## src/rtl/por.sv

```systemverilog
// Single-port register-file RAM with registered read data and asynchronous clear.
// Define POR_WRITE_THROUGH_EN to make write edges also load out with the write data.
module por #(
    parameter int DATA_W = 8,
    parameter int ADDR_W = 6
) (
    input  logic              clk,
    input  logic              rst_n,
    input  logic [DATA_W-1:0] data,
    input  logic [ADDR_W-1:0] addr,
    input  logic              we,
    output logic [DATA_W-1:0] out
);

    localparam int DEPTH = 2 ** ADDR_W;

    logic [DATA_W-1:0] mem [DEPTH];

    // Every word clears on reset so never-written addresses read back as zero.
    always_ff @(posedge clk or negedge rst_n) begin
        if (!rst_n) begin
            for (int i = 0; i < DEPTH; i++) begin
                mem[i] <= '0;
            end
        end else if (we) begin
            mem[addr] <= data;
        end
    end

    always_ff @(posedge clk or negedge rst_n) begin
        if (!rst_n) begin
            out <= '0;
        end else if (!we) begin
            out <= mem[addr];
        end
`ifdef POR_WRITE_THROUGH_EN
        else begin
            out <= data;
        end
`endif
    end

endmodule

```

## config.mk

```make
export PLATFORM = sky130hd
export DESIGN_NAME = por
export DESIGN_NICKNAME = d
export VERILOG_FILES = /design/src/rtl/por.sv
export SDC_FILE = /design/constraint.sdc
export NUM_CORES = 1
export LEC_CHECK = 0
export ABC_CLOCK_PERIOD_IN_PS = 2100
export BUFFER_PORTS_ARGS = -buffer_cell sky130_fd_sc_hd__buf_2
export CORE_UTILIZATION = 50
export DETAILED_ROUTE_END_ITERATION = 8
export GPL_TIMING_DRIVEN = 0
export PLACE_DENSITY = 0.68
export SLEW_MARGIN = 15
export SYNTH_ARGS = -nofsm -noshare
export SYNTH_HDL_FRONTEND = slang
export SYNTH_SLANG_ARGS = --single-unit
```

## constraint.sdc

```tcl
create_clock -name clk -period 2.1 [get_ports clk]
set_input_delay 0.42 -clock clk [delete_from_list [all_inputs] [get_ports clk]]
set_output_delay 0.42 -clock clk [all_outputs]
set_load 0.01 [all_outputs]
```

Word-level counts from Yosys, hierarchy flattened:

Cells that the tools add are included.

* register bits after elaboration: 520
* logic and storage cells: 75

* magnitude comparators: 2
* multiplexer cells: 6
* bitwise gates (word level): 1
* reductions and logical operators: 1

Operators with widths (number)
* 512-bit bitwise mux: 1
* 8-bit binary-select mux with 6-bit select: 1
* 8-bit demux with 6-bit select: 1
* 8-bit 2-to-1 mux: 3
* 7-bit greater-or-equal comparator (second input constant): 1
* 7-bit by 1-bit less-than comparator with 1-bit output (second input constant): 1
* 6-bit NOT with 7-bit output: 1
* 1-bit logical AND: 1

Logic depth before layout (Yosys ltp):

Gate-level depths: netlist of the first run.

* depth in word-level cells: 6
* depth in mapped cells: 9

Least setup slack after synthesis of the first run:

OpenSTA, ideal clock, no wires.

* kind: input port to flip-flop
* from: input port addr[1]
* to: register mem[256] in the netlist's numbering
* library setup time: 0.125 ns
* arrival: 1.853 ns
* data required time: 1.975 ns
* setup slack: 0.123 ns
* cell stages on the path: 7
* path buffers: 4
* cell sequence: buf_4 buf_6 buf_6 buf_6 nand3_2 nor2_2 mux2_2

* word-level cells in the longest chain between the ends: 6

Ends and longest elaborated chain
* start, declared: RTL line 10 `input logic [ADDR_W-1:0] addr,`
* 6-bit NOT with 7-bit output (not written as such) (*): RTL line 26 `mem[addr] <= data;`
* 7-bit greater-or-equal comparator (not written as such) or 7-bit by 1-bit less-than comparator with 1-bit output (tied branches): RTL line 26
* 1-bit logical AND (not written as such): RTL line 26
* 8-bit 2-to-1 mux (not written as such): RTL line 26
* 8-bit demux with 6-bit select (*): RTL line 26
* 512-bit bitwise mux (*): RTL line 26
* end signal, assigned by index: RTL line 26
* end, declared: RTL line 17 `logic [DATA_W-1:0] mem [DEPTH];`

Every way passes the cells marked *; elsewhere a longest branch is shown, timed or not.
A chain may end at the register's enable or synchronous reset.

Worst setup path in the final report of the first run:

* from: input port addr[1]
* to: register out[0]

* word-level cells in the longest chain between the ends: 4

Ends and longest elaborated chain
* 6-bit NOT with 7-bit output (not written as such): RTL line 34 `out <= mem[addr];`
* 8-bit binary-select mux with 6-bit select: RTL line 34
* 8-bit 2-to-1 mux (not written as such) (2 in a row): RTL line 34
* end signal, assigned: RTL line 34
* end, declared: RTL line 12 `output logic [DATA_W-1:0] out`

Every way passes these cells. The select of a mux whose other input is x is not followed.

==> out/qor.txt, run 1 <==
violated checks: negative hold slack, negative setup slack
die area: 0.0493 sq mm
slew margin rel.: 0.271
Boundary Pins: 25
Arr. time, crit path: 2.64 ns
DR WL/cell: 35.5 um
CP bufs+invs: 3
post-synthesis cell type count: 63
setup violators final: 48
top-count cell post-synth: mux2_2
First-pass DRT Iterations: 5
syn nets: 1724
Post-synth ARST share: 1.00
largest net degree at the start of global routing: 105
leading area contributor after synthesis: dfrtp_1
deepest clock path buffer count: 3
vias per cell: 6.80
Layout fillers: 3839
Root Driver: clkbuf_16
DRT iter0 DRCs: 2054
ANT nets after route: 0
Seq. cell area: 0.0130 sq mm
Clock Sinks: 520
Core Box Area: 0.0477 sq mm
path type of the worst setup path: input pin to register
Post-Syn Area: 0.0242 sq mm
area delta synth->final: 14.3%
Crit. Startpoint: addr[1]
slowest library cell on the worst path: a222oi_1
Period minus WS final: 2.21 ns
I/O Buffers: 12
Lkg Pwr: 12.6 nW
ratio of cells with drive above 1 in the final layout: 0.469
global placer's final weighted congestion: 0.992
Tightest Hold Check Type: input pin to asynchronous set/reset pin
CTS tree: yes
Power Density: 930 mW/mm^2
number of synthesized register bits: 520
max-cap violations: 0
status: finished, violations left
period utilization: 1.05
Synth area leaders: dfrtp_1 54%, mux2_2 25%, mux4_2 4.5%
cts bufs inserted: 54
CP peak stage delay: 0.63 ns
RSZ-0062 raised after global routing: yes
HPWL Detailed: 57.8 mm
WL final: 87.1 mm
measured slew at the worst slew-check pin: 1.09 ns
first-pass GRT wire length: 125 mm
FF-to-FF Start: mem[296]$_DFFE_PN0P_
Die H: 222 um
Avg Inst Size Synth: 14.2 sq um
antenna violations before repair: 5
crit end category: register
row count: 80
GRT overflow: 0
DRC errors left: 0
nets@finish: 1810
EDFF count, synth: 0
Slew Limit Fails: 0
placed cell areas: 0.0252 sq mm
vias in the first global route: 16.7k
fin worst setup slack: -0.109 ns
top_reg_cell synth: dfrtp_1
hold slack final: -0.176 ns
Top delay family on crit path: compound AO/OA/AOI/OAI gates
Worst VDD drop: 0.858 mV
Yosys warnings: 0
CP Max Fanout: 10
Final Hold Fails: 102
footprint of the multi-input gates: 0.0108 sq mm
Required @ worst endpoint: 2.53 ns
CTS H-tree lvls: 2
Final Cell Area: 0.0277 sq mm
register area share after synthesis: 0.538
clock slew seen by the registers of the worst setup and hold paths: 0.06 ns
initial core utilization: 0.507
Clock Latency Late Sink: 0.63 ns
GRT Total Usage: 0.359
Gate Count Post-Synth: 1707
DIE WIDTH: 222 um
synth cell count leaders: 536 x mux2_2, 520 x dfrtp_1, 65 x mux2i_1, 61 x clkbuf_1, 48 x mux4_2
startpoint types: input pin
upper clock frequency limit: 453 MHz
Yosys top cell area share: 0.538
clock skew: 0.0269 ns
total number of vias: 16.7k
critical path cell sequence: buf_4, buf_8, buf_2, nor3_2, a222oi_1, o22a_1, a41oi_2
==> kinds of logic (layout without fill, tap and decap cells) <==
family	Yosys count	in the layout	share of synthesized area
muxes	665	665	0.329
and+or+nand+nor	189	189	0.0472
other	0	3	0
DFF	520	520	0.538
buffers and inverters	138	268	0.0271
AOI/OAI and AO/OA	195	195	0.0593
==> metal layers <==
layer	wire, um	GRT usage	vias up
met5	13	0	-
met4	4910	0.184	2
met3	9010	0.0881	251
met2	37400	0.514	986
met1	35700	0.508	8900
li1	-	-	6553
==> where the power goes <==
group | leakage (nW) | internal (mW) | switching, mW
sequential | 6.90 | 11.3 | 0.715
combinational | 4.79 | 1.75 | 1.95
clock | 0.918 | 5.83 | 4.13
total | 12.6 | 18.9 | 6.79
==> path summary, 6_finish.rpt <==
path | to | slack (ns) | cells past startpoint
worst min-delay path | mem[38]$_DFFE_PN0P_ | -0.18 | 2
max in group asynchronous | mem[333]$_DFFE_PN0P_ | 0.52 | 5
worst max register to register | out[0]$_DFFE_PN0N_ | 0.02 | 5
min in group clk | mem[488]$_DFFE_PN0P_ | 0.49 | 1
worst max-delay path | out[0]$_DFFE_PN0N_ | -0.11 | 7
worst min register to register | mem[488]$_DFFE_PN0P_ | 0.49 | 1
==> worst register-to-register path: cells and delay by family (launching register included) <==
family          cells  cell delay (ns)
mux                 1             0.26
compound gates      4             1.25
flops               1             0.38
==> layout make-up <==
type | instances | share of cell area
Multi-Input combinational cell | 1049 | 0.391
Antenna cell | 3 | 0.000271
Timing Repair Buffer | 30 | 0.0140
Clock inverter | 16 | 0.00561
Inverter | 7 | 0.00104
Tap cell | 615 | 0.0278
Sequential cell | 520 | 0.470
Buffer | 131 | 0.0295
Clock buffer | 84 | 0.0607
==> layout by cell type, fill, tap and decap left out, drive strengths merged, types with 4 or more instances in the layout <==
cell	count
mux2	552
dfrtp	520
clkbuf	146
buf	98
nand2	66
mux2i	65
mux4	48
nor2	42
a22oi	35
a221oi	31
o21ai	25
a21oi	21
clkinv	14
nor2b	13
a31oi	13
nand3	13
a32oi	12
o22ai	12
and2	8
a211oi	8
nor3	8
and3	7
a221o	7
nor3b	7
a22o	6
inv	6
nand3b	5
nand2b	5
a41oi	4
==> what timing repair did <==
| action | CTS | global route |
|---|---|---|
| resized for setup | 102 | 24 |
| pin swaps | 3 | 7 |
| setup buffers | 5 | 7 |
| endpoints found under the setup margin | 520 | 121 |
| hold endpoints to repair | 102 | 102 |
| cloned | 0 | 0 |
==> metrics by stage <==
step	worst slack [ns]	cells	setup TNS (ns)	power [mW]	utilization
floorplan	0.123	1707	0	14.2	-
CTS	-0.0500	2445	-0.0812	25.6	0.576
global placement	-9.78	2334	-5505.30	15.5	0.524
global route	-0.0453	2452	-0.252	26.5	0.579
finish	-0.109	2455	-2.05	25.7	0.579
detailed placement	-1.35	2340	-463.97	15.7	0.528
==> registers in the layout (all words and copies together) (netlist names) <==
name  flops
mem     512
out       8
Note: power is estimated with default switching activity, not from simulation.
==> inputs of run 2 (changes only) <==
ABC_CLOCK_PERIOD_IN_PS = unset   (was 2100)
GPL_TIMING_DRIVEN = unset   (was 0)
REMOVE_ABC_BUFFERS = 1   (was unset)
==> run 2 against run 1 <==
Against the previous run: the run now ends clean; critical path type is now register to register; worst setup slack improved by 0.14 ns; sequential power barely moved; first-iteration DRC count fell by 32%; register-to-register slack barely moved; critical path depth fell by 2; clock power fell by 2.3%; global-route usage fell by 6.9 points; design area rose by 5.3%; sequential share of layout area fell by 2.4 points; cell count rose by 5.7%; maximum frequency rose by 6.9%; total power fell by 1.2%.
==> out/qor.txt, run 2 (synthesis results as in run 1) <==
final non-filler cell total: 2595 (+5.7%)
clock slew seen by the registers of the worst setup and hold paths: 0.06 ns (about the same)
Final Hold Fails: 0 (-100%)
initial core utilization: 0.507 (unchanged)
global placer's final weighted congestion: 0.920 (-7.3%)
first-pass GRT wire length: 108 mm (-14%)
I/O Buffers: 24 (+12)
Arr. time, crit path: 2.52 ns (-0.12 ns)
RSZ-0062 raised after global routing: no
DIE WIDTH: 222 um (unchanged)
status: complete, no violations
CP Max Fanout: 2 (-8)
commonest non-fill, non-tap cell in the layout: mux2_2
slowest library cell on the worst path: mux4_2
CTS tree: yes
measured slew at the worst slew-check pin: 0.949 ns (-0.144 ns)
vias in the first global route: 16.9k (+1.2%)
CTS H-tree lvls: 2 (unchanged)
Required @ worst endpoint: 2.56 ns (+0.03 ns)
Core Box Area: 0.0477 sq mm (unchanged)
Final Power: 25.4 mW (-1.2%)
Clock Latency Late Sink: 0.61 ns (-0.02 ns)
placed cell areas: 0.0273 sq mm (+8.3%)
largest net degree at the start of global routing: 84 (-20%)
Die H: 222 um (unchanged)
Placed Cells incl. Taps: 2499 (+6.8%)
area delta synth->final: 20.4%
setup violators final: 0 (-100%)
final core occ: 0.610 (+0.0308)
Power Density: 872 mW/mm^2 (-6.2%)
Clock Sinks: 520 (unchanged)
WP depth: 5 (-2)
cts bufs inserted: 54 (unchanged)
Lkg Pwr: 13.7 nW (+8.3%)
period utilization: 0.984 (-0.0682)
Regs by FF count: mem x512, out x8
First-pass DRT Iterations: 5 (unchanged)
upper clock frequency limit: 484 MHz (+6.9%)
DR WL/cell: 26.7 um (-25%)
total number of vias: 16.0k (-3.9%)
ANT nets after route: 0 (unchanged)
critical path cell sequence: mux4_2, mux2i_1, o22ai_1, a211oi_1, a41oi_1
deepest clock path buffer count: 3 (unchanged)
WL final: 69.3 mm (-20%)
ant diodes: 0 (-3)
Top delay family on crit path: compound AO/OA/AOI/OAI gates
Final Cell Area: 0.0291 sq mm (+5.3%)
vias per cell: 6.18 (-9.1%)
row count: 80 (unchanged)
HPWL Detailed: 47.0 mm (-19%)
DRT iter0 DRCs: 1395 (-32%)
r2r setup slk: 0.03 ns (about the same)
Slew Limit Fails: 0 (unchanged)
DRC errors left: 0 (unchanged)
Period minus WS final: 2.07 ns (-0.143 ns)
clock skew: 0.0140 ns (-0.0129 ns)
ratio of cells with drive above 1 in the final layout: 0.531 (+0.0621)
commonest non-fill, non-tap cells in the layout: 536 x mux2_2, 520 x dfrtp_1, 232 x buf_4
die area: 0.0493 sq mm (unchanged)
max-cap violations: 0 (unchanged)
path type of the worst setup path: register to register
slew margin rel.: 0.365 (+0.0935)
CP bufs+invs: 0 (-3)
antenna violations before repair: 0 (-5)
GRT overflow: 0 (unchanged)
Worst R2R Path Depth: 5 (unchanged)
CP peak stage delay: 0.46 ns (-0.17 ns)
startpoint types: register
Reg with most FFs: mem
max reg flops: 512 (unchanged)
Root Driver: clkbuf_16
Tightest Hold Check Type: input pin to asynchronous set/reset pin
nets@finish: 1960 (+8.3%)
crit end category: register
GRT Total Usage: 0.290 (-0.0694)
Worst VDD drop: 0.879 mV (+2.5%)
Boundary Pins: 25 (unchanged)
-- run 2: layout make-up --
class | count | area [sq um]
Tap cell | 615 | 769
Inverter | 7 | 26.3
Clock inverter | 14 | 173
Timing Repair Buffer | 311 | 3000
Clock buffer | 79 | 1620
Sequential cell | 520 | 13000
Fill cell | 3677 | 18600
Multi-Input combinational cell | 1049 | 10500
-- run 2: power breakdown --
part           internal (mW)  switching [mW]
clock network           5.78            3.95
registers               11.3           0.709
logic                   1.94            1.67
-- run 2: repair_timing --
item,4_1_cts,5_1_grt
setup endpoints to repair,1,15
hold buffers,1,0
buffers inserted,0,2
endpoints found under the hold margin,43,0
resized for setup,1,3
pin swaps,0,1
-- run 2: stage by stage --
step	worst slack (ns)	setup TNS, ns	hold WS (ns)
6_report	0.0338	0	0.267
5_1_grt	0.00984	0	0.272
4_1_cts	0.00684	0	0.252
3_5_place_dp	-0.670	-201.92	0.293
3_3_place_gp	-0.711	-193.74	0.295
2_1_floorplan	-0.0299	-0.239	0.124
-- run 2: metal layers --
metal | vias up | part of all wire | GRT usage
li1 | 6832 | - | -
met1 | 8514 | 0.43 | 0.402
met2 | 556 | 0.47 | 0.456
met3 | 140 | 0.070 | 0.0567
met4 | 0 | 0.032 | 0.100
met5 | - | 0 | 0
-- run 2: path summary, 6_finish.rpt --
check                                startpoint                    to
min reg2reg                mem[477]$_DFFE_PN0P_  mem[477]$_DFFE_PN0P_
min                                       rst_n    out[4]$_DFFE_PN0N_
max reg2reg                mem[407]$_DFFE_PN0P_    out[7]$_DFFE_PN0N_
min in group clk                             we    out[5]$_DFFE_PN0N_
max in group asynchronous                 rst_n   mem[25]$_DFFE_PN0P_
max                        mem[407]$_DFFE_PN0P_    out[7]$_DFFE_PN0N_
==> inputs of run 3 (changes only) <==
SETUP_SLACK_MARGIN = 0.1   (was unset)
==> run 3 against run 2 <==
Against the previous run: worst hold slack better by 0.00093 ns; largest cell class unchanged; cell count is essentially flat; clock power about the same.
==> out/qor.txt, run 3 (synthesis results as in run 1) <==
total number of vias: 16.2k (+0.89%)
Top delay family on crit path: compound AO/OA/AOI/OAI gates
path type of the worst setup path: input pin to register
Layout fillers: 3669 (-0.22%)
r2r setup slk: 0.16 ns (+0.13 ns)
Die H: 222 um (unchanged)
global placer's final weighted congestion: 0.920 (unchanged)
max-cap violations: 0 (unchanged)
clock slew seen by the registers of the worst setup and hold paths: 0.07 ns (about the same)
RSZ-0062 raised after global routing: yes
cts bufs inserted: 54 (unchanged)
deepest clock path buffer count: 3 (unchanged)
initial core utilization: 0.507 (unchanged)
ANT nets after route: 0 (unchanged)
Gate power share: 0.142 (about the same)
vias in the first global route: 16.9k (+0.25%)
Final Power: 25.4 mW (about the same)
Psw: 6.34 mW (+0.19%)
Reg with most FFs: mem
Final Hold Fails: 0 (unchanged)
upper clock frequency limit: 502 MHz (+3.7%)
final non-filler cell total: 2597 (+0.077%)
setup violators final: 0 (unchanged)
max reg flops: 512 (unchanged)
Required @ worst endpoint: 2.62 ns (+0.06 ns)
CP bufs+invs: 2 (+2)
GRT Total Usage: 0.290 (about the same)
cell internal pwr: 19.1 mW (about the same)
measured slew at the worst slew-check pin: 0.959 ns (+0.0100 ns)
CP peak stage delay: 0.75 ns (+0.29 ns)
startpoint types: input pin
ant diodes: 0 (unchanged)
First-pass DRT Iterations: 7 (+2)
DRC errors left: 0 (unchanged)
Arr. time, crit path: 2.52 ns (about the same)
I/O Buffers: 24 (unchanged)
clock power share: 0.383 (about the same)
GRT overflow: 0 (unchanged)
WL final: 69.3 mm (about the same)
critical path cell sequence: clkbuf_8, buf_12, nor2_1, a22oi_1, o2bb2ai_1, a22oi_1, a32oi_1
FF-to-FF Start: mem[391]$_DFFE_PN0P_
CTS tree: yes
Period minus WS final: 1.99 ns (-0.0738 ns)
antenna violations before repair: 0 (unchanged)
Crit. Startpoint: addr[1]
row count: 80 (unchanged)
status: complete, no violations
commonest non-fill, non-tap cell in the layout: mux2_2
largest net degree at the start of global routing: 84 (unchanged)
Crit path top cell by count: a22oi_1
commonest non-fill, non-tap cells in the layout: 536 x mux2_2, 520 x dfrtp_1, 234 x buf_4
Clock Latency Late Sink: 0.61 ns (about the same)
period utilization: 0.949 (-0.0351)
Flop pwr share: 0.474 (about the same)
first-pass GRT wire length: 108 mm (+0.12%)
HPWL Detailed: 47.0 mm (unchanged)
Slew Limit Fails: 0 (unchanged)
Worst VDD drop: 0.881 mV (+0.27%)
Worst R2R End: out[7]$_DFFE_PN0N_
Clock Sinks: 520 (unchanged)
footprint of the multi-input gates: 0.0106 sq mm (+0.19%)
DRT iter0 DRCs: 1346 (-3.5%)
Sw Share: 0.249 (+0.000321)
slowest library cell on the worst path: nor2_1
area delta synth->final: 20.5% (about the same)
Lkg Pwr: 13.7 nW (+0.11%)
DR WL/cell: 26.7 um (about the same)
vias per cell: 6.23 (+0.81%)
crit end category: register
Seq. cell area: 0.0130 sq mm (unchanged)
hold slack final: 0.268 ns (+0.000930 ns)
Core Box Area: 0.0477 sq mm (unchanged)
CP Max Fanout: 28 (+26)
Root Driver: clkbuf_16
nets@finish: 1962 (+0.10%)
die area: 0.0493 sq mm (unchanged)
Worst R2R Path Depth: 5 (unchanged)
clock skew: 0.0130 ns (-0.000990 ns)
Tightest Hold Check Type: input pin to asynchronous set/reset pin
Power Density: 872 mW/mm^2 (about the same)
Boundary Pins: 25 (unchanged)
ratio of cells with drive above 1 in the final layout: 0.534 (+0.00300)
DIE WIDTH: 222 um (unchanged)
Regs by FF count: mem x512, out x8
CTS H-tree lvls: 2 (unchanged)
Placed Cells incl. Taps: 2499 (unchanged)
slew margin rel.: 0.358 (-0.00671)
==> run 3: metrics by stage <==
stage,setup TNS [ns],instance area (sq um),worst slack (ns),util
after global placement,-193.74,27300,-0.711,0.572
after floorplan,-0.239,23600,-0.0299,-
after detailed placement,-201.92,27300,-0.670,0.572
after CTS,0,29100,0.0494,0.610
final,0,29200,0.108,0.611
after global routing,0,29200,0.0879,0.611
==> run 3: area by class of cell <==
type / instances / share of cell area
multi-input cells: 1049 / 0.362
clock inverters: 14 / 0.00592
well taps: 615 / 0.0264
clock buffers: 79 / 0.0555
repair buffers: 313 / 0.103
flip-flops and latches: 520 / 0.446
inverters: 7 / 0.000901
==> run 3: timing repair <==
| item | 4_1_cts | 5_1_grt |
|---|---|---|
| pin swaps | 2 | 0 |
| gates resized for setup | 4 | 6 |
| endpoints found under the hold margin | 43 | 0 |
| endpoints found under the setup margin | 20 | 70 |
| hold buffers | 1 | 0 |
| buffers inserted | 4 | 0 |
==> run 3: worst max path at each step <==
stage | end | slack, ns | depth (start not counted)
final | out[5]$_DFFE_PN0N_ | 0.11 | 7
after CTS | out[7]$_DFFE_PN0N_ | 0.05 | 5
after floorplan | mem[368]$_DFFE_PN0P_ | -0.03 | 3
after global placement | out[7]$_DFFE_PN0N_ | -0.71 | 8
after global routing | out[7]$_DFFE_PN0N_ | 0.09 | 5
after detailed placement | out[7]$_DFFE_PN0N_ | -0.67 | 8
==> run 3: layer usage <==
metal	GRT usage	wire length, um	vias up
li1	-	-	6849
met4	0.103	2490	0
met3	0.0566	4820	168
met5	0	0	-
met2	0.455	32100	598
met1	0.403	29900	8570
==> run 3: power by group through the flow <==
stage,registers [mW],logic [mW],clock network (mW)
after floorplan,12.0,2.02,0
after global placement,12.1,3.48,0
after detailed placement,12.2,3.58,0
after CTS,12.0,3.61,9.87
after global routing,12.2,3.88,10.2
final,12.1,3.62,9.73
